==> src/rtl/n_acq_pkg.sv <==
// Shared types and widths for the acquisition reset/start sequencer.
// The FSM encoding and phase-width helper live here so the top and the phase counter agree.
package n_acq_pkg;

    localparam int CNT_W = 16;
    localparam int PW_W  = 8;

    typedef enum logic [2:0] {
        S_IDLE = 3'd0,
        S_RST  = 3'd1,
        S_GAP  = 3'd2,
        S_ACQ  = 3'd3,
        S_WAIT = 3'd4,
        S_FIN  = 3'd5
    } acq_state_t;

    // Reset and acquire phases must last at least one cycle even when programmed as zero.
    function automatic logic [PW_W-1:0] eff_width(input logic [PW_W-1:0] w);
        return (w == '0) ? PW_W'(1) : w;
    endfunction

endpackage

==> src/rtl/n_acq_phase_cnt.sv <==
// Loadable down-counter timing the RST/GAP/ACQ phases; zero marks the last cycle of a phase.
// Loading width-1 on phase entry makes a phase last exactly "width" cycles.
module n_acq_phase_cnt
    import n_acq_pkg::*;
(
    input  logic            clk_sys,
    input  logic            rst,
    input  logic            load,
    input  logic [PW_W-1:0] load_val,
    output logic            zero
);

    logic [PW_W-1:0] cnt_reg;

    always_ff @(posedge clk_sys) begin
        if (rst) begin
            cnt_reg <= '0;
        end else if (load) begin
            cnt_reg <= load_val;
        end else if (cnt_reg != '0) begin
            cnt_reg <= cnt_reg - PW_W'(1);
        end
    end

    assign zero = (cnt_reg == '0);

endmodule

==> src/rtl/n_acq_gen.sv <==
// Acquisition sequencer: repeats reset-pulse / gap / acquire-start pulses echo_cnt times,
// each repetition starting a fixed period after the previous reset pulse began.
module n_acq_gen
    import n_acq_pkg::*;
(
    input  logic             clk_sys,
    input  logic             rst,
    input  logic             start,
    input  logic             abort,
    input  logic [CNT_W-1:0] echo_cnt,
    input  logic [PW_W-1:0]  rst_width,
    input  logic [PW_W-1:0]  gap_width,
    input  logic [PW_W-1:0]  acq_width,
    input  logic [CNT_W-1:0] period,
    output logic             n_rst_n,
    output logic             n_acq_start,
    output logic             busy,
    output logic             done,
    output logic [CNT_W-1:0] acq_idx
);

    acq_state_t       state_reg, state_next;
    logic [PW_W-1:0]  rw_reg, gw_reg, aw_reg;
    logic [CNT_W-1:0] echo_reg, pe_m1_reg;
    logic [CNT_W-1:0] per_cnt_reg, acq_idx_reg;
    logic             n_rst_n_reg, n_acq_start_reg, busy_reg, done_reg;

    logic             ph_load;
    logic [PW_W-1:0]  ph_val;
    logic             ph_zero;
    logic             acq_end;

    // Effective parameters derived from the live inputs, used only at the start cycle.
    logic [PW_W-1:0]  rw_in, aw_in;
    logic [CNT_W-1:0] phase_sum, pe_in;
    logic             start_acc, last_acq, period_hit;

    assign rw_in     = eff_width(rst_width);
    assign aw_in     = eff_width(acq_width);
    assign phase_sum = CNT_W'(rw_in) + CNT_W'(gap_width) + CNT_W'(aw_in);
    assign pe_in     = (period > phase_sum) ? period : phase_sum;

    assign start_acc  = (state_reg == S_IDLE) && start && !abort;
    assign last_acq   = ({1'b0, acq_idx_reg} + 17'd1) >= {1'b0, echo_reg};
    assign period_hit = (per_cnt_reg == pe_m1_reg);

    n_acq_phase_cnt u_phase_cnt (
        .clk_sys  (clk_sys),
        .rst      (rst),
        .load     (ph_load),
        .load_val (ph_val),
        .zero     (ph_zero)
    );

    always_comb begin
        state_next = state_reg;
        ph_load    = 1'b0;
        ph_val     = '0;
        acq_end    = 1'b0;
        case (state_reg)
            S_IDLE: begin
                if (start_acc) begin
                    if (echo_cnt == '0) begin
                        state_next = S_FIN;
                    end else begin
                        state_next = S_RST;
                        ph_load    = 1'b1;
                        ph_val     = rw_in - PW_W'(1);
                    end
                end
            end
            S_RST: begin
                if (ph_zero) begin
                    ph_load = 1'b1;
                    if (gw_reg != '0) begin
                        state_next = S_GAP;
                        ph_val     = gw_reg - PW_W'(1);
                    end else begin
                        state_next = S_ACQ;
                        ph_val     = aw_reg - PW_W'(1);
                    end
                end
            end
            S_GAP: begin
                if (ph_zero) begin
                    state_next = S_ACQ;
                    ph_load    = 1'b1;
                    ph_val     = aw_reg - PW_W'(1);
                end
            end
            S_ACQ: begin
                if (ph_zero) begin
                    acq_end = 1'b1;
                    if (last_acq) begin
                        state_next = S_FIN;
                    end else if (period_hit) begin
                        state_next = S_RST;
                        ph_load    = 1'b1;
                        ph_val     = rw_reg - PW_W'(1);
                    end else begin
                        state_next = S_WAIT;
                    end
                end
            end
            S_WAIT: begin
                if (period_hit) begin
                    state_next = S_RST;
                    ph_load    = 1'b1;
                    ph_val     = rw_reg - PW_W'(1);
                end
            end
            S_FIN: begin
                state_next = S_IDLE;
            end
            default: begin
                state_next = S_IDLE;
            end
        endcase
        // Abort overrides everything, including the acquisition count update.
        if (abort && (state_reg != S_IDLE)) begin
            state_next = S_IDLE;
            ph_load    = 1'b0;
            acq_end    = 1'b0;
        end
    end

    always_ff @(posedge clk_sys) begin
        if (rst) begin
            state_reg       <= S_IDLE;
            rw_reg          <= '0;
            gw_reg          <= '0;
            aw_reg          <= '0;
            echo_reg        <= '0;
            pe_m1_reg       <= '0;
            per_cnt_reg     <= '0;
            acq_idx_reg     <= '0;
            n_rst_n_reg     <= 1'b0;
            n_acq_start_reg <= 1'b0;
            busy_reg        <= 1'b0;
            done_reg        <= 1'b0;
        end else begin
            state_reg <= state_next;

            if (start_acc) begin
                rw_reg      <= rw_in;
                gw_reg      <= gap_width;
                aw_reg      <= aw_in;
                echo_reg    <= echo_cnt;
                pe_m1_reg   <= pe_in - CNT_W'(1);
                acq_idx_reg <= '0;
            end else if (acq_end && (acq_idx_reg != '1)) begin
                acq_idx_reg <= acq_idx_reg + CNT_W'(1);
            end

            // Period reference is the first cycle of every reset pulse.
            if ((state_next == S_RST) && (state_reg != S_RST)) begin
                per_cnt_reg <= '0;
            end else if (per_cnt_reg != '1) begin
                per_cnt_reg <= per_cnt_reg + CNT_W'(1);
            end

            // Outputs are registered from the next state so they line up with it.
            n_rst_n_reg     <= (state_next != S_RST);
            n_acq_start_reg <= (state_next == S_ACQ);
            busy_reg        <= (state_next == S_RST) || (state_next == S_GAP) ||
                               (state_next == S_ACQ) || (state_next == S_WAIT);
            done_reg        <= (state_next == S_FIN);
        end
    end

    assign n_rst_n     = n_rst_n_reg;
    assign n_acq_start = n_acq_start_reg;
    assign busy        = busy_reg;
    assign done        = done_reg;
    assign acq_idx     = acq_idx_reg;

endmodule
==> config.mk <==
export PLATFORM = sky130hd
export DESIGN_NAME = n_acq_gen
export DESIGN_NICKNAME = d
export VERILOG_FILES = /design/src/rtl/n_acq_pkg.sv /design/src/rtl/n_acq_phase_cnt.sv /design/src/rtl/n_acq_gen.sv
export SDC_FILE = /design/constraint.sdc
export NUM_CORES = 1
export LEC_CHECK = 0
export CAP_MARGIN = 20
export CORE_AREA = 2 2 116 118
export CTS_CLUSTER_DIAMETER = 30
export CTS_CLUSTER_SIZE = 16
export DETAILED_ROUTE_END_ITERATION = 10
export DIE_AREA = 0 0 118 120
export HOLD_SLACK_MARGIN = 0.02
export PLACE_DENSITY = 0.78
export SETUP_SLACK_MARGIN = 0.15
export SLEW_MARGIN = 20
export SYNTH_ARGS = -nofsm -noshare
export SYNTH_HDL_FRONTEND = slang
export SYNTH_SLANG_ARGS = --single-unit
==> constraint.sdc <==
create_clock -name clk_sys -period 7.3 [get_ports clk_sys]
set_input_delay 0.73 -clock clk_sys [delete_from_list [all_inputs] [get_ports clk_sys]]
set_output_delay 0.73 -clock clk_sys [all_outputs]
set_load 0.01 [all_outputs]
Word level (Yosys, flattened, before mapping)
Index checks and enable logic that the tools add are counted.
{"block": "classes", "mul": 0, "bitwise_logic": 0, "addsub": 11, "eq_ne": 14, "n_mux": 35, "div_mod_pow": 0, "n_reduce_logical": 21, "order_cmp": 2, "shift": 0}
{"operator": "2-to-1 mux 8 bit", "count": 12}
{"operator": "one-hot mux 8 bit (5 select lines)", "count": 1}
{"operator": "subtractor 8 x 1 -> 8 bit (second input constant)", "count": 5}
{"operator": "adder 16 x 1 -> 16 bit (second input constant)", "count": 2}
{"operator": "!= test 16 bit (second input constant)", "count": 2}
{"operator": "2-to-1 mux 3 bit", "count": 9}
{"operator": "logical NOT 8 bit", "count": 3}
{"operator": "adder 16 x 1 -> 17 bit (second input constant)", "count": 1}
{"operator": "greater-or-equal comparator 17 x 16 -> 1 bit", "count": 1}
{"operator": "equality test 16 bit", "count": 1}
{"operator": "greater-than comparator 16 x 10 -> 1 bit", "count": 1}
{"operator": "logical NOT 16 bit", "count": 1}
{"operator": "2-to-1 mux 16 bit", "count": 1}
{"operator": "nonzero test 8 bit", "count": 2}
{"operator": "subtractor 16 x 1 -> 16 bit (second input constant)", "count": 1}
{"operator": "one-hot mux 3 bit (5 select lines)", "count": 1}
{"operator": "equality test 3 x 2 -> 1 bit (second input constant)", "count": 4}
{"operator": "adder 9 x 8 -> 10 bit", "count": 1}
{"operator": "2-to-1 mux 1 bit", "count": 10}
{"operator": "adder 8 x 8 -> 9 bit", "count": 1}
{"operator": "equality test 3 bit (second input constant)", "count": 3}
{"operator": "equality test 3 x 1 -> 1 bit (second input constant)", "count": 2}
{"operator": "!= test 3 x 1 -> 1 bit (second input constant)", "count": 2}
{"operator": "OR reduction 2 bit", "count": 3}
{"operator": "other kinds (7)", "count": 13}
{"block": "word_totals", "romBits": 0, "mem_count": 0, "latch_bits": 0, "regBits": 103, "out_inout_bits": 20, "in_bits": 60, "wordCells": 96, "ramBits": 0}

Depth between registers and ports, before layout
{"block": "logic_depth", "word_depth": 10, "ltp_mapped": 24, "mapped_depth_nobuf": 22}

Hierarchy
From an unflattened synthesis, not the netlist that was laid out.
{"block": "hier_totals", "cells_unflattened": 910, "hier_area_um2": 7065.5}
{"module": "n_acq_gen", "cells_per_inst": 857, "instances": 1, "area_per_inst_um2": 6590.1, "seq_area_each_um2": 1901.8}
{"module": "n_acq_phase_cnt", "cells_per_inst": 53, "instances": 1, "area_per_inst_um2": 475.5, "seq_area_each_um2": 160.2}

Least setup slack after synthesis
No wires, ideal clock.
{"block": "synth_timing", "path_type": "input port to flip-flop", "from": "input rst_width[4]", "to": "register pe_m1_reg[14]", "required_time_ns": 7.214, "path_buffers": 2, "setup_ns": 0.086, "cell_stages": 22, "arrival_time_ns": 5.532, "setup_slack_ns": 1.682, "path_cell_list": "or4_1 o41ai_2 fa_1 ha_1 fa_1 a211oi_2 nor2_1 xnor2_1 ha_1 a211o_1 a21oi_1 a221oi_2 o21ai_2 buf_6 buf_2 mux2i_1 ha_1 inv_1 or3_1 a211oi_2 xnor2_1 a211oi_1"}
{"block": "synth_between", "elab_chain_cells": 7}
{"item": "start, declared", "line_no": "n_acq_gen.sv:11", "rtl": "input logic [PW_W-1:0] rst_width,"}
{"item": "logical NOT 8 bit (*)", "line_no": "n_acq_pkg.sv:19", "rtl": "return (w == '0) ? PW_W'(1) : w;"}
{"item": "2-to-1 mux 8 bit (*)", "line_no": "n_acq_pkg.sv:19"}
{"item": "via rw_in[0]", "line_no": "n_acq_gen.sv:34", "rtl": "logic [PW_W-1:0] rw_in, aw_in;"}
{"item": "adder 8 x 8 -> 9 bit (*)", "line_no": "n_acq_gen.sv:40", "rtl": "assign phase_sum = CNT_W'(rw_in) + CNT_W'(gap_width) + CNT_W'(aw_in);"}
{"item": "adder 9 x 8 -> 10 bit (*)", "line_no": "n_acq_gen.sv:40"}
{"item": "greater-than comparator 16 x 10 -> 1 bit", "line_no": "n_acq_gen.sv:41", "rtl": "assign pe_in = (period > phase_sum) ? period : phase_sum;"}
{"item": "2-to-1 mux 16 bit (*)", "line_no": "n_acq_gen.sv:41"}
{"item": "subtractor 16 x 1 -> 16 bit (*)", "line_no": "n_acq_gen.sv:149", "rtl": "pe_m1_reg <= pe_in - CNT_W'(1);"}
{"item": "end signal, assigned", "line_no": "n_acq_gen.sv:149"}
{"item": "end, declared", "line_no": "n_acq_gen.sv:24", "rtl": "logic [CNT_W-1:0] echo_reg, pe_m1_reg;"}
Mark *: on every way through the listed nets, which the timed path passes. The rest lies on a longest branch.
A chain may end at the register's enable or synchronous reset.

Worst setup path in the final report
Ends and elaborated chain as after synthesis.

==> qor.csv <==
stage;metric;value;unit
run_status;status;completed;
logic_synthesis;synthArstFlopShare;0;%
sta;timing.final.ws_setup;1330;ps
floorplan;die_w;118;µm
logic_synthesis;synth.distinct_cells;71;
pwr;power_density;211;nW/µm²
sta;max_freq;0.167;GHz
logic_synthesis;ys.warnings.count;0;
floorplan;die_area;14200;µm²
clock_tree;holdBufCountCts;0;
critical_path;startpoint_type;input port;
global_route;grt_max_degree;86;
critical_path;r2r_slack;2830;ps
placement;port_buffers;79;
route;vias_per_cell;5.63;
sta;slew_headroom;40.4;%
pwr;seqPwrFrac;37.7;%
sta;worst_pin_slew;895;ps
route;wire_per_inst;15.0;µm
logic_synthesis;syn_area;7020;µm²
critical_path;crit_path_end_kind;flip-flop;
logic_synthesis;synth.yosys.seq_area_share;29.4;%
clock_tree;postCtsSetupBuffers;0;
route;routed_wl;16.8;mm
clock_tree;htreeDepth;3;
pwr;p_int;1130;µW
finish;area_growth;16.8;%
route;first_pass_iters;5;
floorplan;core;13000;µm²
logic_synthesis;synth_top_area_share;29.4;%
pwr;p_switching;598;µW
sta;min_period;5970;ps
clock_tree;cts_resized;0;
sta;rsz0062_at_grt;false;
global_route;grt_pass1_vias;6000;
floorplan;initial_core_util;54.1;%
route;drtAntennaViolNets;0;
sta;hold_viol;0;
global_route;antenna_found_initial;0;
clock_tree;path_clk_slew;70;ps
floorplan;die_h;120;µm
logic_synthesis;syn-num-nets;1001;
placement;hpwlAfterDp;12.6;mm
route;vias;6312;
clock_tree;cts_tree;yes;
critical_path;critPathKind;input port to flip-flop;
logic_synthesis;synth_common_cells;nand2_1, dfxtp_1, a21oi_1;
critical_path;r2r_end;per_cnt_reg[10];
finish;drive_above_1_share;6.13;%
flow_run;maxCapViolCount;0;
clock_tree;clkLatencyLatePin;360;ps
clock_tree;root_buffer;clkbuf_16;
global_route;grt-ovfl-total;0;
logic_synthesis;synth.avg_cell_area;7.90;µm²
pwr;peakVddDrop;0.000132;V
logic_synthesis;yosysMostFrequentCell;nand2_1;
finish;nets;1053;
sta;setup_violations;0;
logic_synthesis;synth-seq-cells;103;
finish;diodes;0;
global_route;grt_pass1_wl;29.0;mm
logic_synthesis;synth_cells;889;
sta;fin_crit_sh;81.8;%
route;drcViolationCount;0;
critical_path;crit_fanout;6;
clock_tree;clockBufferDepth;2;
sta;hold-worst-slack;455;ps
critical_path;crit_path_end;pe_m1_reg[14];
clock_tree;clock_sinks;103;
floorplan;rows;42;
logic_synthesis;synth_top_area_cell;dfxtp_1;
critical_path;r2r_start;acq_idx[0];
placement;dp_cells;1106;
clock_tree;cts-buffers-inserted;9;
route;drt_iter0_markers;406;
pwr;sw_frac_of_total;34.7;%
worst_hold_path;min-delay-path-class;flip-flop to flip-flop;
placement;place_ws;943;ps
logic_synthesis;synth_ff_type;dfxtp_1;
placement;gp_congestion;0.905;
critical_path;critical_path.startpoint;rst_width[4];
logic_synthesis;yosys-top-cells-area;dfxtp_1, ha_1, nand2_1, xor2_1, a21oi_1;
floorplan;num_io_pins;80;
global_route;track_usage;24.8;%
sta;slew_viol_final;0;
pwr;total_leakage_power;0.00312;µW
finish;fin_cells;1122;
critical_path;reg2reg_depth;16;
critical_path;worstPathArrival;6240;ps
sta;finalSetupTns;0;ps
pwr;combPwrFrac;33.0;%
critical_path;crit_required;7570;ps
sta;finalClockSkew;8.20;ps
pwr;pwr-share-clk;29.3;%
logic_synthesis;synth_edf_count;0;
worst_hold_path;holdPathStages;2;
==> power by group through the flow <==
| stage | Sequential [µW] | Combinational [µW] | Clock (µW) |
|---|---|---|---|
| finish | 650 | 569 | 506 |
| CTS | 650 | 569 | 508 |
| global route | 658 | 640 | 532 |
| detailed placement | 662 | 562 | 0 |
| global placement | 661 | 556 | 0 |
| floorplan | 653 | 425 | 0 |
==> how the worst min path moves through the flow <==
stage / start / to / slack [ps]
6_report: echo_reg[8] / echo_reg[8] / 460
5_1_grt: echo_reg[12] / echo_reg[12] / 470
3_5_place_dp: echo_reg[8] / echo_reg[8] / 450
2_1_floorplan: echo_reg[10] / echo_reg[10] / 440
4_1_cts: echo_reg[8] / echo_reg[8] / 460
3_3_place_gp: echo_reg[10] / echo_reg[10] / 440
==> layer usage <==
layer  GRT usage (%)  vias up  wire length [µm]
li1                -     3200                 -
met1            33.0     2944              7830
met2            42.6      155              8110
met3            3.80       13               676
met4            5.57        0               159
met5               0        -                 0
==> layout by cell type, fill, tap and decap left out, types with 4 or more instances in the layout <==
cell type          n
nand2_1          137
dfxtp_1          103
clkdlybuf4s50_1   78
a21oi_1           74
nor2_1            72
xor2_1            52
inv_1             49
ha_1              44
xnor2_1           42
nor3_1            39
nand3_1           25
o21ai_0           24
a211oi_1          22
or3_1             11
nor4_1            10
nand4_1            9
o22ai_1            9
clkbuf_16          9
mux2i_1            8
fa_1               8
a211oi_2           7
nor2b_1            5
o211ai_1           5
a21o_1             5
and3_1             5
nand2b_1           5
mux2_2             5
a221oi_1           5
buf_4              5
or2_2              4
a31oi_1            4
==> cells by family (layout without fill, tap and decap cells) <==
group	Yosys count	in the layout	share of synthesized area [%]
mux	15	15	2.34
simple gates	350	350	23.9
xor+xnor	94	94	11.7
compound gates	182	182	17.1
flops	103	103	29.4
buf+inv	92	149	5.29
fa+ha+maj	53	53	10.3
==> critical path, stage by stage <==
cell,delay [ps]
clkdlybuf4s50_1,540
or4_1,640
o41ai_2,570
fa_1,290
ha_1,180
fa_1,230
a211oi_2,100
nor2_1,150
xnor2_1,250
ha_1,340
a211o_1,260
a21oi_1,140
a221oi_2,80
o21ai_2,220
mux2i_1,260
ha_1,310
inv_1,130
or3_1,370
a211oi_2,170
xnor2_1,90
a211oi_1,220
==> per-stage QoR <==
| step | power (µW) | utilization (%) | cell area [µm²] |
|---|---|---|---|
| after detailed placement | 1220 | 60.8 | 7890 |
| after floorplan | 1080 | - | 7020 |
| final | 1730 | 63.1 | 8200 |
| after CTS | 1730 | 63.1 | 8200 |
| after global placement | 1220 | 60.8 | 7890 |
| after global routing | 1830 | 63.1 | 8200 |
==> area by class of cell <==
cell class              count  area (µm²)
clock inverters             6        70.1
well taps                 176         220
repair buffers             84         823
clock buffers              10         239
multi-input cells         694        4600
flip-flops and latches    103        2060
inverters                  49         184
fillers                  1193        4780
No activity file was read; power rests on OpenSTA's default activity.
